**src/rtl/alu_arbiter.sv**
```systemverilog
// Round-robin scheduler sharing one multi-base ALU router among NUM_REQ requesters.
// Holds the router inputs until done or timeout and returns the tagged result.
module alu_arbiter #(
  parameter  int unsigned NUM_REQ = 4,
  parameter  int unsigned TIMEOUT = 64,
  localparam int unsigned IDW     = $clog2(NUM_REQ)
) (
  input  logic                    clk,
  input  logic                    reset,
  input  logic [NUM_REQ-1:0]      req_valid,
  output logic [NUM_REQ-1:0]      req_ready,
  input  logic [4*NUM_REQ-1:0]    req_operation,
  input  logic [32*NUM_REQ-1:0]   req_operand_a,
  input  logic [32*NUM_REQ-1:0]   req_operand_b,
  input  logic [2*NUM_REQ-1:0]    req_base,
  output logic [3:0]              rt_operation,
  output logic [31:0]             rt_operand_a,
  output logic [31:0]             rt_operand_b,
  output logic [1:0]              rt_base_select,
  input  logic [31:0]             rt_result,
  input  logic                    rt_done,
  output logic                    resp_valid,
  input  logic                    resp_ready,
  output logic [IDW-1:0]          resp_id,
  output logic [31:0]             resp_result,
  output logic                    resp_error,
  output logic                    busy
);

  localparam int unsigned OPW = 4;
  localparam int unsigned DW  = 32;
  localparam int unsigned BW  = 2;
  localparam int unsigned CW  = $clog2(TIMEOUT + 1);
  localparam logic [CW-1:0] CNT_LAST = CW'(TIMEOUT - 1);
  localparam logic [BW-1:0] BASE_ILLEGAL = BW'(3);

  typedef enum logic [1:0] {IDLE, ISSUE, WAIT, RESP} state_t;

  typedef struct packed {
    logic [OPW-1:0] operation;
    logic [DW-1:0]  operand_a;
    logic [DW-1:0]  operand_b;
    logic [BW-1:0]  base;
  } op_t;

  state_t         state_q, state_d;
  logic [IDW-1:0] ptr_q;
  logic [IDW-1:0] grant_id;
  logic           grant_any;
  op_t            req_sel;
  op_t            op_q;
  logic [CW-1:0]  cnt_q;

  logic load_req, load_ok, load_err, cnt_clr, cnt_inc, ptr_adv;

  // Index (base + off) modulo NUM_REQ; off never exceeds NUM_REQ.
  function automatic logic [IDW-1:0] wrap_idx(input logic [IDW-1:0] base_i,
                                               input int unsigned off);
    int unsigned s;
    s = 32'(base_i) + off;
    if (s >= NUM_REQ) s = s - NUM_REQ;
    return IDW'(s);
  endfunction

  // First valid requester searching upward from ptr.
  always_comb begin
    grant_any = 1'b0;
    grant_id  = ptr_q;
    for (int unsigned i = 0; i < NUM_REQ; i++) begin
      if (!grant_any && req_valid[wrap_idx(ptr_q, i)]) begin
        grant_any = 1'b1;
        grant_id  = wrap_idx(ptr_q, i);
      end
    end
  end

  always_comb begin
    req_sel.operation = req_operation[grant_id*OPW +: OPW];
    req_sel.operand_a = req_operand_a[grant_id*DW +: DW];
    req_sel.operand_b = req_operand_b[grant_id*DW +: DW];
    req_sel.base      = req_base[grant_id*BW +: BW];
  end

  // Grant is only offered in IDLE and never while reset is asserted.
  always_comb begin
    req_ready = '0;
    for (int unsigned i = 0; i < NUM_REQ; i++) begin
      req_ready[i] = (state_q == IDLE) && grant_any && reset && (grant_id == IDW'(i));
    end
  end

  always_ff @(posedge clk or negedge reset) begin
    if (!reset) state_q <= IDLE;
    else        state_q <= state_d;
  end

  always_comb begin
    state_d  = state_q;
    load_req = 1'b0;
    load_ok  = 1'b0;
    load_err = 1'b0;
    cnt_clr  = 1'b0;
    cnt_inc  = 1'b0;
    ptr_adv  = 1'b0;
    case (state_q)
      IDLE: begin
        if (grant_any) begin
          load_req = 1'b1;
          if (req_sel.base == BASE_ILLEGAL) begin
            load_err = 1'b1;
            state_d  = RESP;
          end else begin
            state_d  = ISSUE;
          end
        end
      end
      ISSUE: begin
        cnt_clr = 1'b1;
        state_d = WAIT;
      end
      WAIT: begin
        // done wins over timeout on the final cycle
        if (rt_done) begin
          load_ok = 1'b1;
          state_d = RESP;
        end else if (cnt_q == CNT_LAST) begin
          load_err = 1'b1;
          state_d  = RESP;
        end else begin
          cnt_inc = 1'b1;
        end
      end
      RESP: begin
        if (resp_ready) begin
          ptr_adv = 1'b1;
          state_d = IDLE;
        end
      end
      default: state_d = IDLE;
    endcase
  end

  // Captured request, response payload, timeout counter and rotation pointer.
  always_ff @(posedge clk or negedge reset) begin
    if (!reset) begin
      op_q        <= '0;
      resp_id     <= '0;
      resp_result <= '0;
      resp_error  <= 1'b0;
      cnt_q       <= '0;
      ptr_q       <= '0;
    end else begin
      if (load_req) begin
        op_q    <= req_sel;
        resp_id <= grant_id;
      end
      if (load_ok) begin
        resp_result <= rt_result;
        resp_error  <= 1'b0;
      end else if (load_err) begin
        resp_result <= '0;
        resp_error  <= 1'b1;
      end
      if (cnt_clr)      cnt_q <= '0;
      else if (cnt_inc) cnt_q <= cnt_q + CW'(1);
      if (ptr_adv) ptr_q <= wrap_idx(resp_id, 1);
    end
  end

  logic drive_rt;
  assign drive_rt       = (state_q == ISSUE) || (state_q == WAIT);
  assign rt_operation   = drive_rt ? op_q.operation : '0;
  assign rt_operand_a   = drive_rt ? op_q.operand_a : '0;
  assign rt_operand_b   = drive_rt ? op_q.operand_b : '0;
  assign rt_base_select = drive_rt ? op_q.base      : '0;

  assign resp_valid = (state_q == RESP);
  assign busy       = (state_q != IDLE);

endmodule
```
**config.mk**
```make
export PLATFORM = sky130hd
export DESIGN_NAME = alu_arbiter
export DESIGN_NICKNAME = d
export VERILOG_FILES = /design/src/rtl/alu_arbiter.sv
export SDC_FILE = /design/constraint.sdc
export NUM_CORES = 1
export LEC_CHECK = 0
export BUFFER_PORTS_ARGS = -buffer_cell sky130_fd_sc_hd__buf_2
export CORE_AREA = 2 2 170 172
export DETAILED_ROUTE_END_ITERATION = 10
export DIE_AREA = 0 0 172 174
export PLACE_DENSITY_LB_ADDON = 0.3
export SLEW_MARGIN = 20
export SYNTH_ARGS = -nofsm -noshare
export SYNTH_HDL_FRONTEND = slang
export SYNTH_SLANG_ARGS = --single-unit
```
**constraint.sdc**
```tcl
create_clock -name clk -period 5.75 [get_ports clk]
set_clock_uncertainty 0.2 [all_clocks]
set_input_delay 0.575 -clock clk [delete_from_list [all_inputs] [get_ports clk]]
set_output_delay 0.575 -clock clk [all_outputs]
set_load 0.01 [all_outputs]
```
## After elaboration in Yosys (flattened, before gate mapping)

Index checks and enable logic that the tools add are counted.

| cells by class | value |
|---|---|
| add/sub/neg operators | 10 |
| $lt $le $gt $ge | 9 |
| equal/unequal tests | 11 |
| shift operators | 4 |
| muxes and demuxes | 52 |
| reduce and logical (&&, ||, !) cells | 19 |

Operator list:

| operator | number |
|---|---|
| 128-bit by 8-bit indexed part select with 32-bit output | 2 |
| 32-bit 2-to-1 mux | 4 |
| 2-bit 2-to-1 mux | 15 |
| 1-bit 2-to-1 mux | 24 |
| 16-bit by 5-bit indexed part select with 4-bit output | 1 |
| 7-bit 2-to-1 mux | 2 |
| 3-bit >= comparator, second input constant | 4 |
| 2-bit by 3-bit < comparator with 1-bit output, second input constant | 4 |
| 2-bit == test, second input constant | 5 |
| 2-bit by 1-bit subtractor with 2-bit output, second input constant | 5 |
| 1-bit logical AND | 9 |
| 1-bit binary-select mux with 2-bit select | 4 |
| 2-bit case mux with 4 select lines | 1 |
| 8-bit by 4-bit indexed part select with 2-bit output | 1 |
| 7-bit by 1-bit adder with 7-bit output, second input constant | 1 |
| 7-bit by 6-bit == test with 1-bit output, second input constant | 1 |
| 2-bit by 1-bit adder with 3-bit output, second input constant | 2 |
| 2-bit by 2-bit adder with 3-bit output, second input constant | 2 |
| 2-bit nonzero test | 3 |
| 2-bit by 1-bit == test with 1-bit output, second input constant | 2 |
| 2-bit zero test | 2 |
| 4-bit 2-to-1 mux | 1 |
| 2-bit by 3-bit >= comparator with 1-bit output, second input constant | 1 |
| 1-bit zero test | 3 |
| 6 further kinds | 6 |

| word-level totals | value |
|---|---|
| flip-flop bits (word level) | 116 |
| input port bits | 320 |
| output and inout port bits | 111 |
| word-level logic and storage cells | 115 |

## Logic depth before layout (Yosys ltp)

Gate-level depths: netlist of the first run.

| depth | value |
|---|---|
| depth in word-level cells | 21 |
| gate-level depth with buffers | 10 |
| mapped depth without buffers | 8 |

## Least setup slack after synthesis of the first run

OpenSTA, ideal clock, no wires.

| timing | value |
|---|---|
| kind | input port to output port |
| from | input req_valid[3] |
| to | output req_ready[2] |
| data arrival time | 1.920 ns |
| data required time | 4.975 ns |
| setup slack | 3.055 ns |
| stages | 6 |
| path buffers | 2 |
| cells stage by stage | and3b_1 a2111oi_2 nor2_1 clkbuf_1 clkbuf_1 nor3_1 |

| on the way | value |
|---|---|
| cells in the longest elaborated chain, start to end | 15 |
| elaborated cells on any way between the ends | 26 |
| classes of those cells | eq/ne (1); mux (16); reduce/logical (9) |

Ends and longest elaborated chain:

| item | line | source |
|---|---|---|
| from (decl) | 10 | `input logic [NUM_REQ-1:0] req_valid,` |
| 1-bit binary-select mux with 2-bit select | 70 | `if (!grant_any && req_valid[wrap_idx(ptr_q, i)]) begin` |
| 1-bit 2-to-1 mux (implied by the code) | 70 |  |
| 1-bit 2-to-1 mux | 70 |  |
| 1-bit zero test | 70 |  |
| 1-bit logical AND | 70 |  |
| 1-bit 2-to-1 mux | 70 |  |
| 1-bit zero test | 70 |  |
| 1-bit logical AND | 70 |  |
| 1-bit 2-to-1 mux | 70 |  |
| 1-bit zero test | 70 |  |
| 1-bit logical AND | 70 |  |
| 1-bit 2-to-1 mux | 70 |  |
| 1-bit logical AND (2 in a row) | 88 | `req_ready[i] = (state_q == IDLE) && grant_any && reset && (grant_id == IDW'(i));` |
| 1-bit logical AND (*) | 88 |  |
| to (decl) | 11 | `output logic [NUM_REQ-1:0] req_ready,` |

Mark *: on every way between the ends. The rest lies on a longest branch, timed or not. The select of a mux whose other input is x is not followed.

## Worst setup path after layout of the first run

| timing | value |
|---|---|
| from | register ptr_q[1] |
| to | output req_ready[1] |

| on the way | value |
|---|---|
| cells in the longest elaborated chain, start to end | 17 |
| elaborated cells on any way between the ends | 41 |
| classes of those cells | add/sub (7); order compare (4); eq/ne (1); mux (20); reduce/logical (9) |

Ends and longest elaborated chain:

| item | line | source |
|---|---|---|
| from (decl) | 47 | `logic [IDW-1:0] ptr_q;` |
| from (signal assigned) | 166 | `if (ptr_adv) ptr_q <= wrap_idx(resp_id, 1);` |
| branches (longest 16 deep; another with 2-bit by 1-bit adder with 3-bit output) | -- |  |
| 1-bit logical AND (*) | 88 |  |

Mark *: on every way between the ends. The select of a mux whose other input is x is not followed.

==> impl_metrics.yaml, run 1 <==
status:
  outcome: "finished, final reports clean"
layout:
  seq_area_um2: 2903
  diodes: 0
  multiInputGateArea_um2: 4085
  fin_cells: 1806
  fill_cells: 3104
  area_growth_syn_to_layout_pct: 41.02
  layout.nets: 1735
  final_layout_size_suffix_gt1_share_pct: 33.97
timing:
  fin_setup_tns_ns: 0
  max_freq_mhz: 277.1
  post-route-min-period_ns: 3.609
  worst_slew_pin_slew_ns: 0.9221
  drv_slew: 0
  rsz0062_at_grt: "no"
  relSlewSlack_pct: 38.53
  hold_viol_final: 0
  finalSetupViolations: 0
  finalCritPeriodShare_pct: 62.76
synthesis:
  synth_top_family_by_area: "simple AND/OR/NAND/NOR gates"
  synth-xor-area-share_pct: 0.5970
  synth_fa_ha_area_share_pct: 0.8528
  yosysMostFrequentCell: "nand2_1"
  yosysSeqAreaShare_pct: 39.57
  ys_ff_latch: 116
  yosys.area_share.simple_pct: 37.44
  yosysTopAreaCell: "dfrtp_1"
  synth.area.mux_share_pct: 1.279
  yosysWarnings: 0
  avgSynthCellArea_um2: 7.115
  yosysTopAreaCellShare_pct: 39.57
  syn_inst: 1031
  synth-compound-area-share_pct: 15.21
  synth_area_leaders: "dfrtp_1 40%, nand2_1 21%, o21ai_0 9.0%, and2_1 6.0%, nand3_1 4.8%"
  synthesis.nets: 1356
  syn_area_um2: 7336
  synthArstFlopShare_pct: 100.0
  yosysUniqueCellTypes: 42
  synth_edf_count: 0
  synthTopCellsByCount: "417 x nand2_1, 132 x o21ai_0, 116 x dfrtp_1, 70 x and2_1, 70 x nand3_1"
  ys.flop_type: "dfrtp_1"
cts:
  clk_latency_ns: 0.41
  post_cts_buffers: 0
  path_clk_slew_ns: 0.06
  cts_sinks: 116
  cts-resized-gates: 0
  cts_hold_buf: 0
  cts_buffers: 17
  cts_tree: "yes"
  cts-root-buf: "clkbuf_16"
  htree_levels: 4
  clk_path_buf_depth: 2
setup_path:
  path_max_fanout: 83
  critical_path.top_delay_family: "buffers and inverters"
  critPathRequiredTime_ns: 4.97
  start_kind: "flop"
  cp_cell_sequence: "and3b_1 > a2111oi_2 > or2_4 > buf_4 > nor3_1 > buf_2"
  criticalPathCategory: "reg -> out"
  crit_slowest_cell: "buf_4"
  cpPeakStageDelay_ns: 0.65
  crit_path_end_kind: "primary output"
  arrival_ns: 2.83
  timing.critical_path.buf_inv: 2
floorplanning:
  rows: 62
  core-area_um2: 28240
  die_x_um: 172
  fp.dieH_um: 174
  initial_core_util_pct: 25.98
  num_io_pins: 431
  design.die.area_um2: 29930
place:
  io_buffers: 430
  dpl.hpwl_um: 19980
  place_congestion: 0.8585
  placed_cells: 1775
power:
  p_leak_uw: 0.005718
  power-per-cell-area_nw_per_um2: 535.1
  ir_drop_v: 0.0002952
detailed_routing:
  dr.first_iter.drc_count: 379
  wl_per_cell_um: 14.74
  ant_nets: 0
  first_pass_iters: 5
  dr_total_vias: 8179
  post-route-drc-count: 0
  drt-total-wl_um: 26620
  viasPerCell: 4.529
global_routing:
  antenna_found_initial: 0
  grt_usage_pct: 17.58
  grt_max_degree: 90
  grt_pass1_wl_um: 41340
  grt_overflow: 0
  grt_pass1_vias: 7865
worst_hold_path:
  hp-class: "in -> async"
flow_run:
  drv_cap: 0
-- report_power, final --
part | internal [uW] | switching [uW] | total [uW]
logic | 1130 | 1880 | 3020
clock network | 738 | 394 | 1130
registers | 1200 | 189 | 1390
total | 3070 | 2470 | 5540
-- stage by stage --
stage	power [uW]	util [%]	setup slack (ns)	cell area, um2	hold slack, ns
floorplan	3346	-	3.055	7336	0.07941
global placement	4443	34.42	2.333	9718	0.2543
detailed placement	4484	34.42	2.286	9718	0.2623
global route	6083	36.64	1.909	10340	0.06723
CTS	5651	36.63	2.097	10340	0.04029
finish	5536	36.64	2.141	10340	0.02062
-- sequential cells by signal (all words and copies together) (netlist names) --
signal       flops
cnt_q            7
op_q            70
ptr_q            2
resp_error       1
resp_id          2
resp_result     32
state_q          2
-- area by class of cell --
class                   count  share of cell area (%)
inverters                   6                  0.2177
clock inverters            11                   1.717
flip-flops and latches    116                   28.06
clock buffers              20                   4.318
well taps                 384                   4.644
multi-input cells         829                   39.49
repair buffers            440                   21.55
-- cell usage in the layout, fill, tap and decap left out, drive strengths merged, types with 2 or more instances in the layout --
| master | n |
|---|---|
| a31o | 32 |
| clkinv | 6 |
| mux2i | 7 |
| a31oi | 3 |
| a21oi | 6 |
| bufinv | 4 |
| nor3 | 7 |
| a21boi | 4 |
| nor2 | 11 |
| clkbuf | 20 |
| nand4 | 2 |
| buf | 440 |
| inv | 7 |
| nand2 | 417 |
| xor2 | 3 |
| or3 | 2 |
| xnor2 | 2 |
| and2 | 70 |
| or2 | 3 |
| dfrtp | 116 |
| ha | 5 |
| nand2b | 4 |
| and3 | 32 |
| o21ai | 139 |
| nand3 | 70 |
-- per-layer routing --
| metal | track usage (%) | routed length (um) | vias up |
|---|---|---|---|
| met5 | 0 | 0 | - |
| met4 | 5.077 | 420 | 0 |
| met3 | 3.985 | 1799 | 27 |
| met2 | 30.09 | 13020 | 299 |
| met1 | 22.02 | 11380 | 3700 |
| li1 | - | - | 4153 |
-- logic make-up (layout without fill, tap and decap cells) --
| family | Yosys count | count (layout) |
|---|---|---|
| flip-flops | 116 | 116 |
| XOR/XNOR | 5 | 5 |
| multiplexers | 8 | 8 |
| adder cells (fa/ha/maj) | 5 | 5 |
| AND/OR/NAND/NOR | 623 | 623 |
| AO/OA/AOI/OAI | 188 | 188 |
| buffers and inverters | 86 | 477 |
-- final timing paths --
kind | start | to | slack (ns) | depth (start not counted)
max in group asynchronous | reset | resp_result[9] | 4.00 | 2
worst min register to register | op_q[15] | op_q[15] | 0.27 | 2
worst max register to register | ptr_q[1] | resp_result[4] | 2.59 | 7
worst min-delay path | reset | resp_result[12] | 0.02 | 1
worst max-delay path | ptr_q[1] | req_ready[1] | 2.14 | 6
min in group clk | resp_ready | ptr_q[0] | 0.24 | 2
No activity file was read; power rests on OpenSTA's default activity.
==> run 2, diff against run 1 <==
Settings changed: CORE_AREA 2 2 170 172 to 2 2 165 167, DIE_AREA 0 0 172 174 to 0 0 167 169.
Clock period 5.75 ns to 3.1 ns, I/O delays scaled along.
==> run 2 against run 1 <==
Effect of this change:
- final cell count is 1.7% lower
- clock-buffer cell count stayed put
- non-clock buffer count is 12 higher
- clock power is 94% higher
- register-to-register slack worse by 2.2 ns
- sequential power is 85% higher
- critical endpoint unchanged
- highest routed layer unchanged
==> impl_metrics.yaml, run 2 (synthesis gave the netlist of run 1 again) <==
setup_path:
  rr_startpoint: "ptr_q[0]"
  timing.critical_path.buf_inv: 2
  regToRegEndpoint: "resp_result[25]"
  arrival_ns: 2.30
  critPathRequiredTime_ns: 2.59
  criticalPathCategory: "reg -> out"
  start_kind: "flop"
  rrSetupSlack_ns: 0.36
  cp_cell_sequence: "nand2b_1 > a21boi_0 > or2_4 > buf_12 > nor3_1 > buf_2"
  cpPeakStageDelay_ns: 0.46
  crit_slowest_cell: "a21boi_0"
  path_max_fanout: 92
  r2r_cells: 8
  crit_path_end_kind: "primary output"
  critical_path.top_delay_family: "simple AND/OR/NAND/NOR gates"
power:
  netSwitchingPower_uw: 4625
  share_comb_of_total_power_pct: 54.9
  sw_frac_of_total_pct: 43.80
  p_leak_uw: 0.005814
  total_power_uw: 10560
  seqPwrFrac_pct: 24.4
  p_clk_share_pct: 20.8
  ir_drop_v: 0.0004930
  p_int_uw: 5935
  power-per-cell-area_nw_per_um2: 1005
cts:
  cts_tree: "yes"
  htree_levels: 4
  cts_sinks: 116
  path_clk_slew_ns: 0.06
  clk_latency_ns: 0.40
  cts-root-buf: "clkbuf_16"
  clk_path_buf_depth: 2
  cts_buffers: 17
detailed_routing:
  post-route-drc-count: 0
  drt-total-wl_um: 26800
  dr.first_iter.drc_count: 441
  wl_per_cell_um: 15.09
  viasPerCell: 4.646
  ant_nets: 0
  dr_total_vias: 8251
  first_pass_iters: 7
floorplanning:
  core-area_um2: 26500
  num_io_pins: 431
  die_x_um: 167
  initial_core_util_pct: 27.68
  rows: 60
  fp.dieH_um: 169
  design.die.area_um2: 28220
global_routing:
  grt_pass1_vias: 7900
  grt_pass1_wl_um: 41720
  grt_overflow: 0
  grt_max_degree: 117
  grt_usage_pct: 18.42
  antenna_found_initial: 0
timing:
  rsz0062_at_grt: "no"
  finalCritPeriodShare_pct: 90.76
  max_freq_mhz: 355.4
  post-route-min-period_ns: 2.814
  fin_setup_tns_ns: 0
  setup_ws_ns: 0.2863
  hold_viol_final: 0
  relSlewSlack_pct: 57.20
  worst_slew_pin_slew_ns: 0.6420
  drv_slew: 0
  finalSetupViolations: 0
worst_hold_path:
  hp-start: "rt_result[27]"
  min_to: "resp_result[27]"
  min_path_cells: 3
  hp-class: "in -> reg"
layout:
  fill_cells: 2860
  final_core_util_pct: 39.64
  mostFrequentLayoutCell: "buf_2"
  area_growth_syn_to_layout_pct: 43.20
  layout.nets: 1747
  largest_register: "op_q"
  largestRegisters: "op_q: 70 flops, resp_result: 32 flops, cnt_q: 7 flops"
  final_layout_size_suffix_gt1_share_pct: 34.43
  multiInputGateArea_um2: 4095
  largest_reg_flops: 70
  layout_common_cells: "429 x buf_2, 417 x nand2_1, 132 x o21ai_0, 116 x dfrtp_1"
  seq_area_um2: 2903
  diodes: 0
  design_area_um2: 10510
status:
  outcome: "finished, final reports clean"
place:
  place_area_um2: 9814
  io_buffers: 430
  place_congestion: 0.8315
  place_ws_ns: 0.2498
  dpl.hpwl_um: 20330
flow_run:
  drv_cap: 0
[run 2: changes by cell type in the layout (fill, tap and decap cells not counted), moves of 2 or more]
cell	before	now
clkinv_4	5	2
dlygate4sd3_1	0	2
buf_12	0	6
clkinvlp_4	0	2
buf_4	11	15
[run 2: per-layer routing]
layer	routed length, um	GRT usage (%)
met5	0	0
met4	557	5.510
met3	1595	3.811
met2	13200	31.37
met1	11450	23.55
[run 2: tightest hold or removal path, stage by stage]
cell	delay, ns
buf_2	0.07
and3_1	0.14
a31o_1	0.09
[run 2: final cells by class]
cell class	instances	area share [%]
timing repair buffer	452	22.84
sequential	116	27.63
clock buffer	20	4.347
tap	341	4.061
inverter	6	0.2144
multi-input combinational	829	38.98
clock inverter	12	1.918
[run 2: how the worst max path moves through the flow]
stage / startpoint / slack, ns / endpoint / cells past startpoint
global route: state_q[0] / 0.11 / req_ready[1] / 7
CTS: ptr_q[1] / 0.15 / req_ready[1] / 6
detailed placement: req_valid[3] / 0.25 / resp_result[13] / 9
finish: ptr_q[0] / 0.29 / req_ready[1] / 6
global placement: req_valid[3] / 0.30 / resp_result[19] / 9
floorplan: ptr_q[1] / 0.75 / resp_result[10] / 9
[run 2: repair_timing]
item	in CTS	in global routing
endpoints found under the setup margin	0	1
resized for setup	0	1
buffers inserted	0	0
hold endpoints to repair	118	0
hold buffers	2	0
[run 2: power groups by stage]
stage               Combinational, uW  Sequential [uW]  Clock [uW]
finish                           5790             2570        2190
global route                     6520             2670        2340
CTS                              5910             2580        2270
detailed placement               5900             2600           0
global placement                 5840             2580           0
floorplan                        3610             2600           0
[run 2: stage by stage]
| step | instances | hold slack [ns] |
|---|---|---|
| floorplan | 1031 | -0.1856 |
| global placement | 1742 | 0.2553 |
| CTS | 1776 | 0.01680 |
| detailed placement | 1742 | 0.2618 |
| finish | 1776 | 0.04102 |
| global route | 1776 | 0.03017 |
